### src/rtl/pulse_pkg.sv
// Shared constants and the parameter-set type for the pulse parameter loader.
// Used by the frame parser and by the shadow/stage/active register pipeline.
package pulse_pkg;

   localparam logic [7:0]  HDR_BYTE          = 8'hA5;
   localparam logic [7:0]  ADDR_PERIOD       = 8'h00;
   localparam logic [7:0]  ADDR_P1WIDTH      = 8'h01;
   localparam logic [7:0]  ADDR_DELAY        = 8'h02;
   localparam logic [7:0]  ADDR_P2WIDTH      = 8'h03;
   localparam logic [7:0]  ADDR_PBWIDTH      = 8'h04;
   localparam logic [7:0]  ADDR_OFFRES_DELAY = 8'h05;
   localparam logic [7:0]  ADDR_ATT_WAIT     = 8'h06;
   localparam logic [7:0]  ADDR_ATTEN        = 8'h07;
   localparam logic [7:0]  ADDR_FLAGS        = 8'h08;
   localparam logic [7:0]  ADDR_COMMIT       = 8'h7F;

   localparam logic [31:0] DEF_PERIOD_VAL    = 32'd200000;
   localparam logic [6:0]  ATT_MAX           = 7'h7F;

   typedef struct packed {
      logic [31:0] period;
      logic [31:0] p1width;
      logic [31:0] p2width;
      logic [31:0] delay;
      logic [31:0] pbwidth;
      logic [31:0] offres_delay;
      logic [31:0] att_wait;
      logic [31:0] p2start;
      logic [31:0] sync_up;
      logic [31:0] att_down;
      logic [6:0]  pp_pump;
      logic [6:0]  pp_probe;
      logic [6:0]  post_att;
      logic [7:0]  pulse_block;
      logic        pump;
      logic        double;
      logic        block;
   } pset_t;

   function automatic pset_t pset_default(input logic [31:0] per);
      pset_t p;
      p          = '0;
      p.period   = per;
      p.pp_pump  = ATT_MAX;
      p.pp_probe = ATT_MAX;
      p.post_att = ATT_MAX;
      return p;
   endfunction

endpackage

### src/rtl/frame_rx_fsm.sv
// Parses HDR/ADDR/D3..D0/CHK byte frames; emits a one-cycle write strobe the cycle after a good CHK.
// err pulses on a checksum mismatch or an inter-byte gap of TIMEOUT idle cycles mid-frame.
module frame_rx_fsm
   import pulse_pkg::*;
#(
   parameter int unsigned TIMEOUT = 2000000,
   parameter logic [7:0]  HDR     = HDR_BYTE
) (
   input  logic        clk_pll,
   input  logic        reset,
   input  logic [7:0]  rx_data,
   input  logic        rx_valid,
   output logic        wr_strobe,
   output logic [7:0]  wr_addr,
   output logic [31:0] wr_data,
   output logic        err
);

   localparam int GW = $clog2(TIMEOUT + 1);

   typedef enum logic [1:0] {S_IDLE, S_ADDR, S_DATA, S_CHK} state_t;

   state_t        state, state_d;
   logic [1:0]    idx;
   logic [7:0]    addr_q, csum;
   logic [31:0]   data_q;
   logic [GW-1:0] gap_cnt;
   logic          timeout, chk_ok, chk_bad;

   always_comb begin
      state_d = state;
      chk_ok  = 1'b0;
      chk_bad = 1'b0;
      timeout = (state != S_IDLE) && !rx_valid && (gap_cnt == GW'(TIMEOUT - 1));
      if (timeout) begin
         state_d = S_IDLE;
      end else if (rx_valid) begin
         case (state)
            S_IDLE: if (rx_data == HDR) state_d = S_ADDR;
            S_ADDR: state_d = S_DATA;
            S_DATA: if (idx == 2'd3) state_d = S_CHK;
            S_CHK: begin
               state_d = S_IDLE;
               chk_ok  = (rx_data == csum);
               chk_bad = (rx_data != csum);
            end
            default: state_d = S_IDLE;
         endcase
      end
   end

   always_ff @(posedge clk_pll) begin
      if (reset) begin
         state     <= S_IDLE;
         idx       <= '0;
         addr_q    <= '0;
         csum      <= '0;
         data_q    <= '0;
         gap_cnt   <= '0;
         wr_strobe <= 1'b0;
         err       <= 1'b0;
      end else begin
         state     <= state_d;
         wr_strobe <= chk_ok;
         err       <= chk_bad | timeout;
         // Gap counter only runs while a frame is in flight
         if (rx_valid || state == S_IDLE) gap_cnt <= '0;
         else                             gap_cnt <= gap_cnt + GW'(1);
         if (rx_valid && !timeout) begin
            if (state == S_ADDR) begin
               addr_q <= rx_data;
               csum   <= rx_data;
               idx    <= '0;
            end else if (state == S_DATA) begin
               data_q <= {data_q[23:0], rx_data};
               csum   <= csum ^ rx_data;
               idx    <= idx + 2'd1;
            end
         end
      end
   end

   assign wr_addr = addr_q;
   assign wr_data = data_q;

endmodule

### src/rtl/pulse_param_loader.sv
// Shadow registers fed by UART frames; a commit derives/checks timing (2 cycles) and stages the set.
// The staged set is applied atomically on the next cycle_start; outputs change only then or on reset.
module pulse_param_loader
   import pulse_pkg::*;
#(
   parameter int unsigned TIMEOUT    = 2000000,
   parameter logic [31:0] DEF_PERIOD = DEF_PERIOD_VAL,
   parameter logic [7:0]  HDR        = HDR_BYTE
) (
   input  logic        clk_pll,
   input  logic        reset,
   input  logic [7:0]  rx_data,
   input  logic        rx_valid,
   input  logic        cycle_start,
   output logic [31:0] period,
   output logic [31:0] p1width,
   output logic [31:0] p2width,
   output logic [31:0] delay,
   output logic [31:0] pbwidth,
   output logic [31:0] offres_delay,
   output logic [31:0] p2start,
   output logic [31:0] sync_up,
   output logic [31:0] att_down,
   output logic [6:0]  pp_pump,
   output logic [6:0]  pp_probe,
   output logic [6:0]  post_att,
   output logic [7:0]  pulse_block,
   output logic        pump,
   output logic        double,
   output logic        block,
   output logic        pending,
   output logic        frame_err,
   output logic        applied
);

   logic        wr_strobe, rx_err;
   logic [7:0]  wr_addr;
   logic [31:0] wr_data;

   frame_rx_fsm #(.TIMEOUT(TIMEOUT), .HDR(HDR)) u_rx (
      .clk_pll   (clk_pll),
      .reset     (reset),
      .rx_data   (rx_data),
      .rx_valid  (rx_valid),
      .wr_strobe (wr_strobe),
      .wr_addr   (wr_addr),
      .wr_data   (wr_data),
      .err       (rx_err)
   );

   pset_t       sh, cset, stg, act;
   logic        calc_vld, calc_carry;
   logic [32:0] s1, s2, s3;
   logic        addr_ok, is_commit, reject, apply;

   always_comb begin
      s1 = {1'b0, sh.p1width} + {1'b0, sh.delay};
      s2 = {1'b0, s1[31:0]}   + {1'b0, sh.p2width};
      s3 = {1'b0, s2[31:0]}   + {1'b0, sh.att_wait};
      is_commit = (wr_addr == ADDR_COMMIT);
      addr_ok   = is_commit || (wr_addr <= ADDR_FLAGS);
      reject    = calc_carry || (cset.sync_up >= cset.period) || (cset.period == 32'd0);
      apply     = cycle_start && pending;
   end

   always_ff @(posedge clk_pll) begin
      if (reset) begin
         sh         <= pset_default(DEF_PERIOD);
         cset       <= pset_default(DEF_PERIOD);
         stg        <= pset_default(DEF_PERIOD);
         act        <= pset_default(DEF_PERIOD);
         calc_vld   <= 1'b0;
         calc_carry <= 1'b0;
         pending    <= 1'b0;
         frame_err  <= 1'b0;
         applied    <= 1'b0;
      end else begin
         calc_vld  <= wr_strobe && is_commit;
         applied   <= apply;
         frame_err <= rx_err || (wr_strobe && !addr_ok) || (calc_vld && reject);
         if (wr_strobe) begin
            case (wr_addr)
               ADDR_PERIOD:       sh.period       <= wr_data;
               ADDR_P1WIDTH:      sh.p1width      <= wr_data;
               ADDR_DELAY:        sh.delay        <= wr_data;
               ADDR_P2WIDTH:      sh.p2width      <= wr_data;
               ADDR_PBWIDTH:      sh.pbwidth      <= wr_data;
               ADDR_OFFRES_DELAY: sh.offres_delay <= wr_data;
               ADDR_ATT_WAIT:     sh.att_wait     <= wr_data;
               ADDR_ATTEN: begin
                  sh.pp_pump  <= wr_data[6:0];
                  sh.pp_probe <= wr_data[14:8];
                  sh.post_att <= wr_data[22:16];
               end
               ADDR_FLAGS: begin
                  sh.pulse_block <= wr_data[7:0];
                  sh.pump        <= wr_data[8];
                  sh.double      <= wr_data[9];
                  sh.block       <= wr_data[10];
               end
               ADDR_COMMIT: begin
                  // Snapshot here so later shadow writes cannot leak into this commit
                  cset          <= sh;
                  cset.p2start  <= s1[31:0];
                  cset.sync_up  <= s2[31:0];
                  cset.att_down <= s3[31:0];
                  calc_carry    <= s1[32] | s2[32] | s3[32];
               end
               default: ;
            endcase
         end
         if (apply) act <= stg;
         // A fresh stage taken in the same cycle as an apply keeps pending set
         if (calc_vld && !reject) begin
            stg     <= cset;
            pending <= 1'b1;
         end else if (apply) begin
            pending <= 1'b0;
         end
      end
   end

   assign period       = act.period;
   assign p1width      = act.p1width;
   assign p2width      = act.p2width;
   assign delay        = act.delay;
   assign pbwidth      = act.pbwidth;
   assign offres_delay = act.offres_delay;
   assign p2start      = act.p2start;
   assign sync_up      = act.sync_up;
   assign att_down     = act.att_down;
   assign pp_pump      = act.pp_pump;
   assign pp_probe     = act.pp_probe;
   assign post_att     = act.post_att;
   assign pulse_block  = act.pulse_block;
   assign pump         = act.pump;
   assign double       = act.double;
   assign block        = act.block;

endmodule

### config.mk
export PLATFORM = sky130hd
export DESIGN_NAME = pulse_param_loader
export DESIGN_NICKNAME = d
export VERILOG_FILES = /design/src/rtl/pulse_pkg.sv /design/src/rtl/frame_rx_fsm.sv /design/src/rtl/pulse_param_loader.sv
export SDC_FILE = /design/constraint.sdc
export NUM_CORES = 2
export LEC_CHECK = 0
export ABC_AREA = 1
export ABC_CLOCK_PERIOD_IN_PS = 9900
export CELL_PAD_IN_SITES_DETAIL_PLACEMENT = 2
export CELL_PAD_IN_SITES_GLOBAL_PLACEMENT = 2
export CORE_UTILIZATION = 37
export CTS_CLUSTER_SIZE = 16
export DETAILED_ROUTE_END_ITERATION = 10
export PLACE_DENSITY = 0.89
export RECOVER_POWER = 100
export SYNTH_ARGS = -nofsm -noshare
export SYNTH_HDL_FRONTEND = slang
export SYNTH_SLANG_ARGS = --single-unit
### constraint.sdc
create_clock -name clk_pll -period 9.9 [get_ports clk_pll]
set_clock_uncertainty 0.1 [all_clocks]
set_input_delay 1.98 -clock clk_pll [delete_from_list [all_inputs] [get_ports clk_pll]]
set_output_delay 1.98 -clock clk_pll [all_outputs]
set_load 0.01 [all_outputs]
==> flow_metrics.env <==
export IMPL_powerDensity_mw_per_mm2=173
export IMPL_synth_distinct_cells=39
export IMPL_timing_slew_headroom_pct=-113
export IMPL_post_place_cells=9351
export IMPL_areaGrowthSynthToFinish_pct=16.6
export IMPL_cp_slowest_cell="clkbuf_1"
export IMPL_synth_top_area_share_pct=47.2
export IMPL_synthCells=7539
export IMPL_worstMarginPinSlew_ps=3190
export IMPL_fp_row_count=141
export IMPL_worst_setup_path_end_kind="register"
export IMPL_clkSlewWorstSetupHoldPaths_ps=60
export IMPL_cts_tree="built"
export IMPL_ctsLongestPathBuffers=3
export IMPL_num_vias=53400
export IMPL_start_kind="input port"
export IMPL_final_cell_mix="dfxtp_1, inv_1, nand2_1"
export IMPL_required_ps=10500
export IMPL_min_period_ps=7440
export IMPL_min_path_type="reg2reg"
export IMPL_setup_viol=0
export IMPL_core_area_sq_mm=0.148
export IMPL_final_cells=9619
export IMPL_fin_crit_sh_pct=75.1
export IMPL_grt_max_degree=267
export IMPL_fp_dieW_um=387
export IMPL_start_util_pct=37.2
export IMPL_arrival_ps=8040
export IMPL_violations="capacitance limit, slew limit"
export IMPL_cts_setup_buffers=0
export IMPL_path_max_fanout=266
export IMPL_wl_per_cell_um=26.6
export IMPL_dr_pass1_iters=7
export IMPL_port_buffers=334
export IMPL_synth_seq_area_share_pct=47.2
export IMPL_grt_antenna_before_repair=6
export IMPL_syn_avg_cell_area_sq_um=7.29
export IMPL_cts_resized=0
export IMPL_nets=7721
export IMPL_max_stage_delay_ps=1900
export IMPL_rsz0062_at_grt="false"
export IMPL_fmax_ghz=0.134
export IMPL_path_cells="clkbuf_1 > inv_8 > buf_12 > clkbuf_1 > o21ai_0 > a21oi_1"
export IMPL_gr_usage_all_layers_pct=33.2
export IMPL_yosysTopAreaCell="dfxtp_1"
export IMPL_ir_drop_mv=0.151
export IMPL_drcViolationCount=0
export IMPL_yosys_top_cells_area="dfxtp_1, o21ai_0, inv_1"
export IMPL_cts_root_buf="clkbuf_16"
export IMPL_die_h_um=387
export IMPL_cts_num_sinks=1296
export IMPL_cp_common_cell="clkbuf_1"
export IMPL_dp_hpwl_mm=160
export IMPL_p_leak_nw=28.6
export IMPL_clock_latency_ps=800
export IMPL_syn_num_nets=7689
export IMPL_ant_nets=0
export IMPL_gp_congestion=0.954
export IMPL_htreeDepth=4
export IMPL_final_common_cell="dfxtp_1"
export IMPL_gr_total_overflow=0
export IMPL_ys_seq_elements=1296
export IMPL_grt_pass1_wl_mm=381
export IMPL_status="finished with violations"
export IMPL_hold_viol_final=0
export IMPL_syn_cell_area_sq_mm=0.0550
export IMPL_wirelength_mm=256
export IMPL_io_pins=335
export IMPL_first_global_vias=58800
export IMPL_max_cap_viol_count=7
export IMPL_setup_total_negative_slack_ps=0
export IMPL_cts_buffers=147
export IMPL_viasPerCell=5.55
export IMPL_slew_violations=407
export IMPL_cts_hold_buf=0
export IMPL_fill_cells=16600
export IMPL_crit_type="in2reg"
export IMPL_die_area_sq_mm=0.150
export IMPL_drive_gt1_share_pct=3.84
export IMPL_ys_warn_count=0
export IMPL_dr_first_iter_drc_count=3369
[cell type report]
class	instances	area, sq um	area share (%)
multi-input combinational	4556	22600	35.2
clock inverter	44	513	0.800
clock buffer	218	4340	6.77
antenna	5	12.5	0.0195
timing repair buffer	382	3800	5.93
tap	1930	2410	3.77
sequential	1296	25900	40.5
inverter	1188	4480	6.99
[flip-flops by register name, indices dropped and copies added, names as in the netlist, 7 cells and up]
name and cells:
p2width 32, pulse_block 8, period 32, post_att 7, delay 32, stg 320
u_rx.wr_data 32, att_down 32, u_rx.gap_cnt 21, pp_pump 7, pbwidth 32, p2start 32
sync_up 32, p1width 32, cset 320, sh 256, pp_probe 7, u_rx.csum 8
u_rx.wr_addr 8, offres_delay 32
[stage by stage]
step	utilization, %	instance area, sq um	power, mW	hold WS, ps	setup slack [ps]
6_report	43.4	64100	11.1	352	2460
5_1_grt	43.4	64100	11.3	377	2050
4_1_cts	43.4	64100	11.1	356	3750
3_5_place_dp	40.1	59200	5.50	343	3920
3_3_place_gp	40.1	59200	5.49	329	3980
2_1_floorplan	-	55000	5.44	318	5420
[cell families after synthesis]
kind of cell,after synthesis,share of synthesized area (%)
buf+inv,1687,11.8
xor+xnor,70,1.12
simple gates,2463,19.0
flops,1296,47.2
fa+ha+maj,138,3.18
compound gates,1885,17.7
[report_power, final]
part           switching, mW  total (mW)  internal (mW)
clock                   2.46        5.69           3.23
combinational          0.139       0.180         0.0407
sequential          0.000181        5.21           5.21
[synthesized netlist by cell type (all sizes together)]
master,n
a211oi,4
a21boi,6
a21o,18
a21oi,860
a31oi,6
a41oi,1
and2,1
buf,163
clkbuf,336
clkinv,13
dfxtp,1296
fa,3
ha,135
inv,1175
nand2,1107
nand2b,1
nand3,155
nand3b,3
nand4,347
nor2,785
nor3,44
nor3b,2
nor4,13
o2111ai,1
o211ai,54
o21a,9
o21ai,913
o21bai,13
or2,5
xnor2,20
xor2,50
[critical path, delay by kind of cell]
kind            cells  cell delay [ps]
buf+inv             4             4560
compound gates      2             1040
[per-layer routing]
metal  global-route usage, %  part of all wire (%)  vias up
met2                    59.6                    51     1419
met4                    18.9                   6.1       10
met3                    5.04                   4.2      614
met1                    37.2                    39    27000
li1                        -                     -    24300
met5                       0                 0.023        -
[final timing paths]
path	startpoint	to	slack [ps]	cells after the start
setup reg to reg	sh[288]$_SDFFE_PP0P_	cset[63]$_SDFFE_PP0P_	3650	29
setup / recovery	reset	cset[241]$_SDFFE_PP0P_	2460	6
hold / removal	u_rx.gap_cnt[0]$_SDFF_PP0_	u_rx.gap_cnt[0]$_SDFF_PP0_	350	1
hold reg to reg	u_rx.gap_cnt[0]$_SDFF_PP0_	u_rx.gap_cnt[0]$_SDFF_PP0_	350	1
Note: power is estimated with default switching activity, not from simulation.
